===== src/rtl/alu_accum_ctrl.sv =====
// Accumulator controller that sequences an external 4-bit ALU: load or ALU-op requests, one-cycle issue, ack until req drops.
// Optional macro ALU_CTRL_CARRY_CHAIN_EN feeds the carry register back into alu_cin for multi-word adds.
module alu_accum_ctrl (
  input  logic       clk,
  input  logic       rst_n,
  input  logic       req,
  input  logic       load,
  input  logic [3:0] op,
  input  logic [3:0] operand,
  output logic       ack,
  output logic       busy,
  output logic [3:0] alu_a,
  output logic [3:0] alu_b,
  output logic [3:0] alu_op,
  output logic       alu_cin,
  input  logic [3:0] alu_result,
  input  logic       alu_cout,
  output logic [3:0] acc,
  output logic       carry,
  output logic       zero,
  output logic [1:0] state_dbg
);

  // Handshake: req is a level held by the requester; a request is accepted on
  // the first rising edge in IDLE with req=1. ack stays high in DONE until req
  // is sampled low, so the requester must drop req for at least one edge
  // between ack and its next request.
  typedef enum logic [1:0] {
    IDLE  = 2'b00,
    ISSUE = 2'b01,
    DONE  = 2'b10
  } state_t;

  state_t state;

  always_ff @(posedge clk or negedge rst_n) begin
    if (!rst_n) begin
      state  <= IDLE;
      acc    <= 4'h0;
      carry  <= 1'b0;
      alu_a  <= 4'h0;
      alu_b  <= 4'h0;
      alu_op <= 4'h0;
      ack    <= 1'b0;
      busy   <= 1'b0;
    end else begin
      case (state)
        IDLE: begin
          if (req) begin
            busy <= 1'b1;
            if (load) begin
              acc   <= operand;
              carry <= 1'b0;
              ack   <= 1'b1;
              state <= DONE;
            end else begin
              alu_a  <= acc;
              alu_b  <= operand;
              alu_op <= op;
              ack    <= 1'b0;
              state  <= ISSUE;
            end
          end
        end
        // The ALU is combinational on the registered alu_* drive, so its
        // response is settled by the closing edge of this single cycle.
        ISSUE: begin
          acc   <= alu_result;
          carry <= alu_cout;
          ack   <= 1'b1;
          busy  <= 1'b1;
          state <= DONE;
        end
        DONE: begin
          if (!req) begin
            ack   <= 1'b0;
            busy  <= 1'b0;
            state <= IDLE;
          end
        end
        default: begin
          ack   <= 1'b0;
          busy  <= 1'b0;
          state <= IDLE;
        end
      endcase
    end
  end

  assign zero      = (acc == 4'h0);
  assign state_dbg = state;

`ifdef ALU_CTRL_CARRY_CHAIN_EN
  assign alu_cin = carry;
`else
  assign alu_cin = 1'b0;
`endif

endmodule


===== config.mk =====
export PLATFORM = sky130hd
export DESIGN_NAME = alu_accum_ctrl
export DESIGN_NICKNAME = d
export VERILOG_FILES = /design/src/rtl/alu_accum_ctrl.sv
export SDC_FILE = /design/constraint.sdc
export NUM_CORES = 1
export LEC_CHECK = 0
export ABC_AREA = 1
export ABC_CLOCK_PERIOD_IN_PS = 3000
export CAP_MARGIN = 20
export CORE_UTILIZATION = 43
export DETAILED_ROUTE_END_ITERATION = 8
export MAX_ROUTING_LAYER = met4
export PLACE_DENSITY = 0.79
export SLEW_MARGIN = 15
export SYNTH_ARGS = -nofsm -noshare
export SYNTH_HDL_FRONTEND = slang
export SYNTH_SLANG_ARGS = --single-unit
export TNS_END_PERCENT = 1

===== constraint.sdc =====
create_clock -name clk -period 3 [get_ports clk]
set_input_delay 0.6 -clock clk [delete_from_list [all_inputs] [get_ports clk]]
set_output_delay 0.6 -clock clk [all_outputs]
set_load 0.01 [all_outputs]

# [After elaboration in Yosys (flattened, before gate mapping)]
# Index checks and enable logic that the tools add are counted.
[word_totals] reg_bits=21 out_inout_bits=23
[op_classes] eq_ne=5 n_reduce_logical=6 muxes=16 n_bitwise=1
[ops] op="4-bit 2-to-1 mux" n=2
[ops] op="4-bit case mux with 2 select lines" n=1
[ops] op="1-bit 2-to-1 mux" n=6
[ops] op="2-bit 2-to-1 mux" n=3
[ops] op="2-bit inequality test (second input constant)" n=3
[ops] op="1-bit case mux with 3 select lines" n=2
[ops] op="2-bit case mux with 3 select lines" n=1
[ops] op="3-bit AND reduction" n=2
[ops] op="4-bit logical NOT" n=1
[ops] op="2-bit by 1-bit equality test with 1-bit output (second input constant)" n=1
[ops] op="2-bit equality test (second input constant)" n=1
[ops] op="2-bit logical NOT" n=1
[ops] op="1-bit case mux with 2 select lines" n=1
[ops] op="2-bit AND reduction" n=1
[ops] op="2-bit nonzero test" n=1
[ops] op="1-bit inverter" n=1

# [Logic depth before layout (Yosys ltp)]
# Gate-level depths: netlist (run 1).
[logic_depth] word_depth=3 mapped_depth=6 ltp_nobuf=6

# [Worst setup path after synthesis (run 1)]
# OpenSTA, ideal clock, no wires.
[synth_timing] kind="reg-to-output" startpoint="register acc[1]" endpoint="output port zero" t_arrival_ns=0.883 path_stages_with_launch=2 setup_slack_ns=1.517 n_path_buf=0 path_cell_list="dfrtp_1 nor4_1"
[synth_via] elab_chain_cells=1
[synth_lines] item="start: declaration" line="18" source="output logic [3:0] acc,"
[synth_lines] item="start signal: assignment" line="52" source="acc <= operand;"
[synth_lines] item="start signal: assignment" line="68" source="acc <= alu_result;"
[synth_lines] item="4-bit logical NOT" line="90" source="assign zero = (acc == 4'h0);"
[synth_lines] item="end: declaration" line="20" source="output logic zero,"
# Every way passes these cells.

# [Final worst setup path (run 1)]
# Same ends and word-level chain as after synthesis.

==> flow_metrics.py, run 1 <==
metrics = {
    "route": {
        "drtIter0Drc": 4,
        "route.detailed.drc": 0,
        "dr.pass1.iters": 4,
        "avgRoutedWirePerCell_microns": 12.1,
        "ant_nets": 0,
        "vias": 815,
        "wirelength_microns": 2090,
        "viasPerCell": 4.74,
    },
    "synthesis": {
        "ys_warn_count": 0,
        "syn-cell-area_sq_um": 900,
        "yosysSeqAreaShare_pct": 55.6,
        "synthCells": 108,
        "synth_nets": 125,
        "synth_top_area_cell": "dfrtp_1",
        "yosysMostFrequentCell": "nand2_1",
        "synth.area.top_cells": "dfrtp_1 56%, nand2_1 26%, nand3_1 2.8%",
        "ys_ff_latch": 20,
        "synthDistinctLibCells": 16,
        "yosys-top-cells-count": "62 x nand2_1, 20 x dfrtp_1, 5 x nand3_1",
        "synth-edff-count": 0,
        "synth_top_area_share_pct": 55.6,
        "async_flop_share_pct": 100,
        "syn_area_per_cell_sq_um": 8.33,
        "synth_ff_type": "dfrtp_1",
    },
    "timing": {
        "rsz0062_at_grt": "no",
        "finalHoldViolCount": 0,
        "setup_slack_ns": 0.828,
        "fin_crit_sh_pct": 72.4,
        "slew_headroom_pct": 40.1,
        "setup-violations-final": 0,
        "tns_ns": 0,
        "maxSlewViolCount": 0,
        "tightest_slew_ns": 0.896,
        "fmax_mhz": 460,
        "finalClockSkew_ns": 0.000767,
        "period_needed_ns": 2.17,
    },
    "die": {
        "start_util_pct": 45.9,
        "dieWidth_microns": 47.7,
        "num_io_pins": 40,
        "fp-row-count": 16,
        "core_area_sq_um": 1960,
        "chipHeight_microns": 47.7,
        "design.die.area_sq_um": 2280,
    },
    "layout": {
        "seqCellArea_sq_um": 500,
        "drive_above_1_share_pct": 6.21,
        "area.growth.synth_to_final_pct": 45.1,
        "multiInputGateArea_sq_um": 337,
        "diodes": 0,
        "fillerInstances": 187,
        "fin_nets": 163,
        "final_core_util_pct": 66.5,
    },
    "clocking": {
        "cts_resized": 0,
        "clkSinkCount": 20,
        "htreeDepth": 1,
        "insertion_delay_ns": 0.30,
        "clkTransAtPathRegs_ns": 0.11,
        "cts_setup_buffers": 0,
        "holdBufCountCts": 0,
        "numCtsBuffers": 3,
        "cts_root_buffer": "clkbuf_4",
        "cts_tree": "built",
        "cts.path.max_buffers": 2,
    },
    "global_route": {
        "grt_first_pass_wirelength_microns": 3080,
        "use_met1_pct": 23.7,
        "grt_overflow": 0,
        "antenna_found_initial": 0,
        "track_usage_pct": 21.4,
        "first_global_vias": 702,
        "grt_max_degree": 21,
        "use_met3_pct": 2.26,
        "grt_util_met2_pct": 36.5,
        "busiest_layer": "met2",
    },
    "outcome": {
        "status": "completed",
    },
    "pwr": {
        "clkPwrFrac_pct": 12.9,
        "ir_worst_vdd_mv": 0.579,
        "power_leakage_nw": 0.648,
        "combPwrFrac_pct": 47.4,
        "internal-power_mw": 0.780,
        "p_sw_share_pct": 35.3,
        "pwr-share-seq_pct": 39.7,
        "power.density_nw_per_um2": 925,
        "p_sw_mw": 0.426,
    },
    "placed_design": {
        "hpwlAfterDp_microns": 1520,
        "pre_cts_slack_ns": 1.17,
        "portBuffers": 38,
        "place_congestion": 0.772,
    },
    "flow_run": {
        "maxCapViolations": 0,
    },
    "critical_path": {
        "critPathKind": "reg2out",
        "cp-end-kind": "output port",
        "required_ns": 2.40,
        "crit_arrival_ns": 1.57,
        "crit_path_start_kind": "flop",
        "worst-path-max-fanout": 4,
    },
    "hold_path": {
        "hold_class": "reg2reg",
    },
}
## cell type report
cell class / instances / area share (%)
clock buffer: 4 / 2.78
tap: 27 / 2.59
inverter: 4 / 1.34
multi-input combinational: 79 / 25.8
sequential: 20 / 38.4
timing repair buffer: 38 / 29.1
## power by group through the flow
stage,logic (mW),clock network [mW],registers [mW]
after global routing,0.633,0.169,0.495
after detailed placement,0.577,0,0.485
final,0.573,0.155,0.479
after global placement,0.565,0,0.477
after floorplan,0.200,0,0.532
after CTS,0.581,0.160,0.479
## cell families after synthesis
family          share of synthesized area [%]
flops                                    55.6
other cells                             0.417
simple gates                             35.3
compound gates                           1.67
buf+inv                                  6.95
## critical path, cell delays in order, from the launching register on
cell	delay [ns]
dfrtp_1	0.42
nor4_1	0.27
clkdlybuf4s50_1	0.57
## per-layer routing
layer / routed length (microns) / vias to the layer above
li1: - / 401
met1: 862 / 375
met2: 1060 / 35
met3: 109 / 4
met4: 53 / 0
met5: 0 / -
## layout by cell type, fill, tap and decap left out
cell type and count:
clkbuf_4 3, clkbuf_8 1, clkdlybuf4s50_1 38, conb_1 1, dfrtp_1 20, inv_1 2
inv_2 1, inv_4 1, nand2_1 62, nand3_1 5, nand3_4 1, nand3b_1 1
nor2_1 3, nor2_2 1, nor2_4 1, nor4_1 1, o21ai_0 3
## path summary, 6_finish.rpt
check	endpoint	cells after the start	from	slack [ns]
max in group asynchronous	alu_op[3]	1	rst_n	1.66
max	zero	2	acc[1]	0.83
min in group asynchronous	alu_b[2]	1	rst_n	0.79
min	carry	2	carry	0.49
min reg2reg	carry	2	carry	0.49
max reg2reg	alu_b[0]	5	state_dbg[0]	1.64
## metrics by stage
step | instance area, sq um | total power, mW | hold WS, ns | cells
after floorplan | 900 | 0.732 | 0.304 | 108
after global placement | 1270 | 1.04 | 0.461 | 168
after detailed placement | 1270 | 1.06 | 0.464 | 168
after CTS | 1310 | 1.22 | 0.493 | 172
after global routing | 1310 | 1.30 | 0.508 | 172
final | 1310 | 1.21 | 0.488 | 172
## registers in the layout, summed over array words and instances (netlist names)
| name | flops |
|---|---|
| acc | 4 |
| alu_a | 4 |
| alu_b | 4 |
| alu_op | 4 |
| ack | 1 |
| busy | 1 |
| carry | 1 |
| state_dbg | 1 |
No activity file was read; power rests on OpenSTA's default activity.
==> inputs of run 2 (changes only) <==
Settings changed: ABC_CLOCK_PERIOD_IN_PS 3000 to 2120, CORE_UTILIZATION 43 to 40, PLACE_DENSITY 0.79 to 0.74.
Clock period 3 ns to 2.12 ns, I/O delays scaled along.
==> run 2 against run 1 <==
Net effect:
- sequential share of layout area decreased by 0.40 points
- sequential power increased by 43%
- global-route usage decreased by 3.4 points
- via count decreased by 2.1%
- critical endpoint unchanged
- largest power group unchanged
==> flow_metrics.py, run 2 (synthesis results as in run 1) <==
metrics = {
    "outcome": {
        "status": "completed",
    },
    "timing": {
        "finalClockSkew_ns": 0.00121,
        "rsz0062_at_grt": "no",
        "setup-violations-final": 0,
        "finalHoldViolCount": 0,
        "fmax_mhz": 505,
        "tns_ns": 0,
        "maxSlewViolCount": 0,
        "period_needed_ns": 1.98,
        "fin_crit_sh_pct": 93.4,
    },
    "critical_path": {
        "setup.worst_path.end": "zero",
        "required_ns": 1.70,
        "rrSetupSlack_ns": 0.84,
        "critPathMaxStageDelay_ns": 0.57,
        "crit_chain": "nor4_2 > clkdlybuf4s50_1",
        "crit_start": "acc[1]",
        "worst-r2r-cell-count": 5,
        "crit_path_start_kind": "flop",
        "timing.rr.start": "state_dbg[0]",
        "critPathKind": "reg2out",
        "cp-end-kind": "output port",
        "reg2reg_to": "alu_b[2]",
        "worst-path-max-fanout": 4,
        "crit_arrival_ns": 1.56,
        "crit_slowest_cell": "clkdlybuf4s50_1",
    },
    "placed_design": {
        "hpwlAfterDp_microns": 1470,
        "place_area_sq_um": 1280,
        "portBuffers": 38,
        "place_congestion": 0.827,
    },
    "hold_path": {
        "hold_class": "in2async",
    },
    "clocking": {
        "cts.path.max_buffers": 2,
        "holdBufCountCts": 0,
        "cts_setup_buffers": 0,
        "cts_resized": 0,
        "clkTransAtPathRegs_ns": 0.11,
        "cts_root_buffer": "clkbuf_4",
        "clkSinkCount": 20,
        "htreeDepth": 1,
        "insertion_delay_ns": 0.29,
        "numCtsBuffers": 3,
        "cts_tree": "built",
    },
    "die": {
        "design.die.area_sq_um": 2440,
        "start_util_pct": 44.1,
        "num_io_pins": 40,
        "dieWidth_microns": 49.4,
        "core_area_sq_um": 2040,
        "chipHeight_microns": 49.4,
        "fp-row-count": 16,
    },
    "route": {
        "route.detailed.drc": 0,
        "avgRoutedWirePerCell_microns": 11.4,
        "dr.pass1.iters": 4,
        "viasPerCell": 4.61,
        "drtIter0Drc": 16,
        "wirelength_microns": 1970,
        "ant_nets": 0,
        "vias": 798,
    },
    "layout": {
        "most-common-layout-cells": "62 x nand2_1, 38 x clkdlybuf4s50_1, 20 x dfrtp_1, 5 x nand3_1",
        "final_common_cell": "nand2_1",
        "multiInputGateArea_sq_um": 343,
        "final_area_sq_um": 1320,
        "drive_above_1_share_pct": 7.53,
        "fillerInstances": 181,
        "fin_nets": 164,
        "final_core_util_pct": 64.6,
        "diodes": 0,
        "seqCellArea_sq_um": 500,
        "area.growth.synth_to_final_pct": 46.6,
    },
    "global_route": {
        "grt_first_pass_wirelength_microns": 3230,
        "grt_overflow": 0,
        "first_global_vias": 747,
        "track_usage_pct": 18.0,
        "grt_max_degree": 21,
        "antenna_found_initial": 0,
    },
    "pwr": {
        "ir_worst_vdd_mv": 0.772,
        "power.density_nw_per_um2": 1300,
        "power_leakage_nw": 0.654,
    },
    "flow_run": {
        "maxCapViolations": 0,
    },
}
run 2: cell count changes in the layout (fill, tap and decap cells not counted):
cell	delta
nor4_1	-1
nor4_2	+1
buf_4	+1
run 2: worst max-delay path, delay by kind of cell, from the launching register on:
family	cells	cell delay, ns
AND/OR/NAND/NOR	1	0.26
buffers and inverters	1	0.57
flip-flops	1	0.43
run 2: how the worst min path moves through the flow:
stage	cells past startpoint	from	to	slack, ns
2_1_floorplan	0	rst_n	acc[0]	0.13
3_3_place_gp	2	alu_op[2]	alu_op[2]	0.46
3_5_place_dp	2	carry	carry	0.46
4_1_cts	2	rst_n	alu_a[0]	0.46
5_1_grt	2	rst_n	alu_a[0]	0.49
6_report	2	rst_n	alu_a[0]	0.46
run 2: report_power, final:
group | switching [mW] | leakage [nW] | internal, mW
clock | 0.113 | 0.0210 | 0.105
sequential | 0.132 | 0.252 | 0.551
combinational | 0.357 | 0.381 | 0.454
total | 0.602 | 0.654 | 1.11
run 2: final cells by class:
class | count | share of cell area, %
multi-input cells | 79 | 26.0
clock buffers | 4 | 2.75
inverters | 4 | 1.33
flip-flops and latches | 20 | 38.0
repair buffers | 39 | 29.4
well taps | 27 | 2.56
run 2: per-layer routing:
layer / routed length, microns / vias up / GRT usage (%)
met5: 0 / - / -
met1: 935 / 364 / 22.6
li1: - / 408 / -
met2: 923 / 24 / 28.8
met4: 12 / 0 / 7.14
met3: 98 / 2 / 3.43
run 2: stage by stage:
step	power (mW)	hold slack (ns)	instances	setup WS (ns)
6_report	1.71	0.463	173	0.141
5_1_grt	1.83	0.492	173	0.0248
4_1_cts	1.72	0.456	173	0.0949
3_5_place_dp	1.50	0.462	169	0.443
3_3_place_gp	1.47	0.461	169	0.468
2_1_floorplan	1.04	0.128	108	0.813
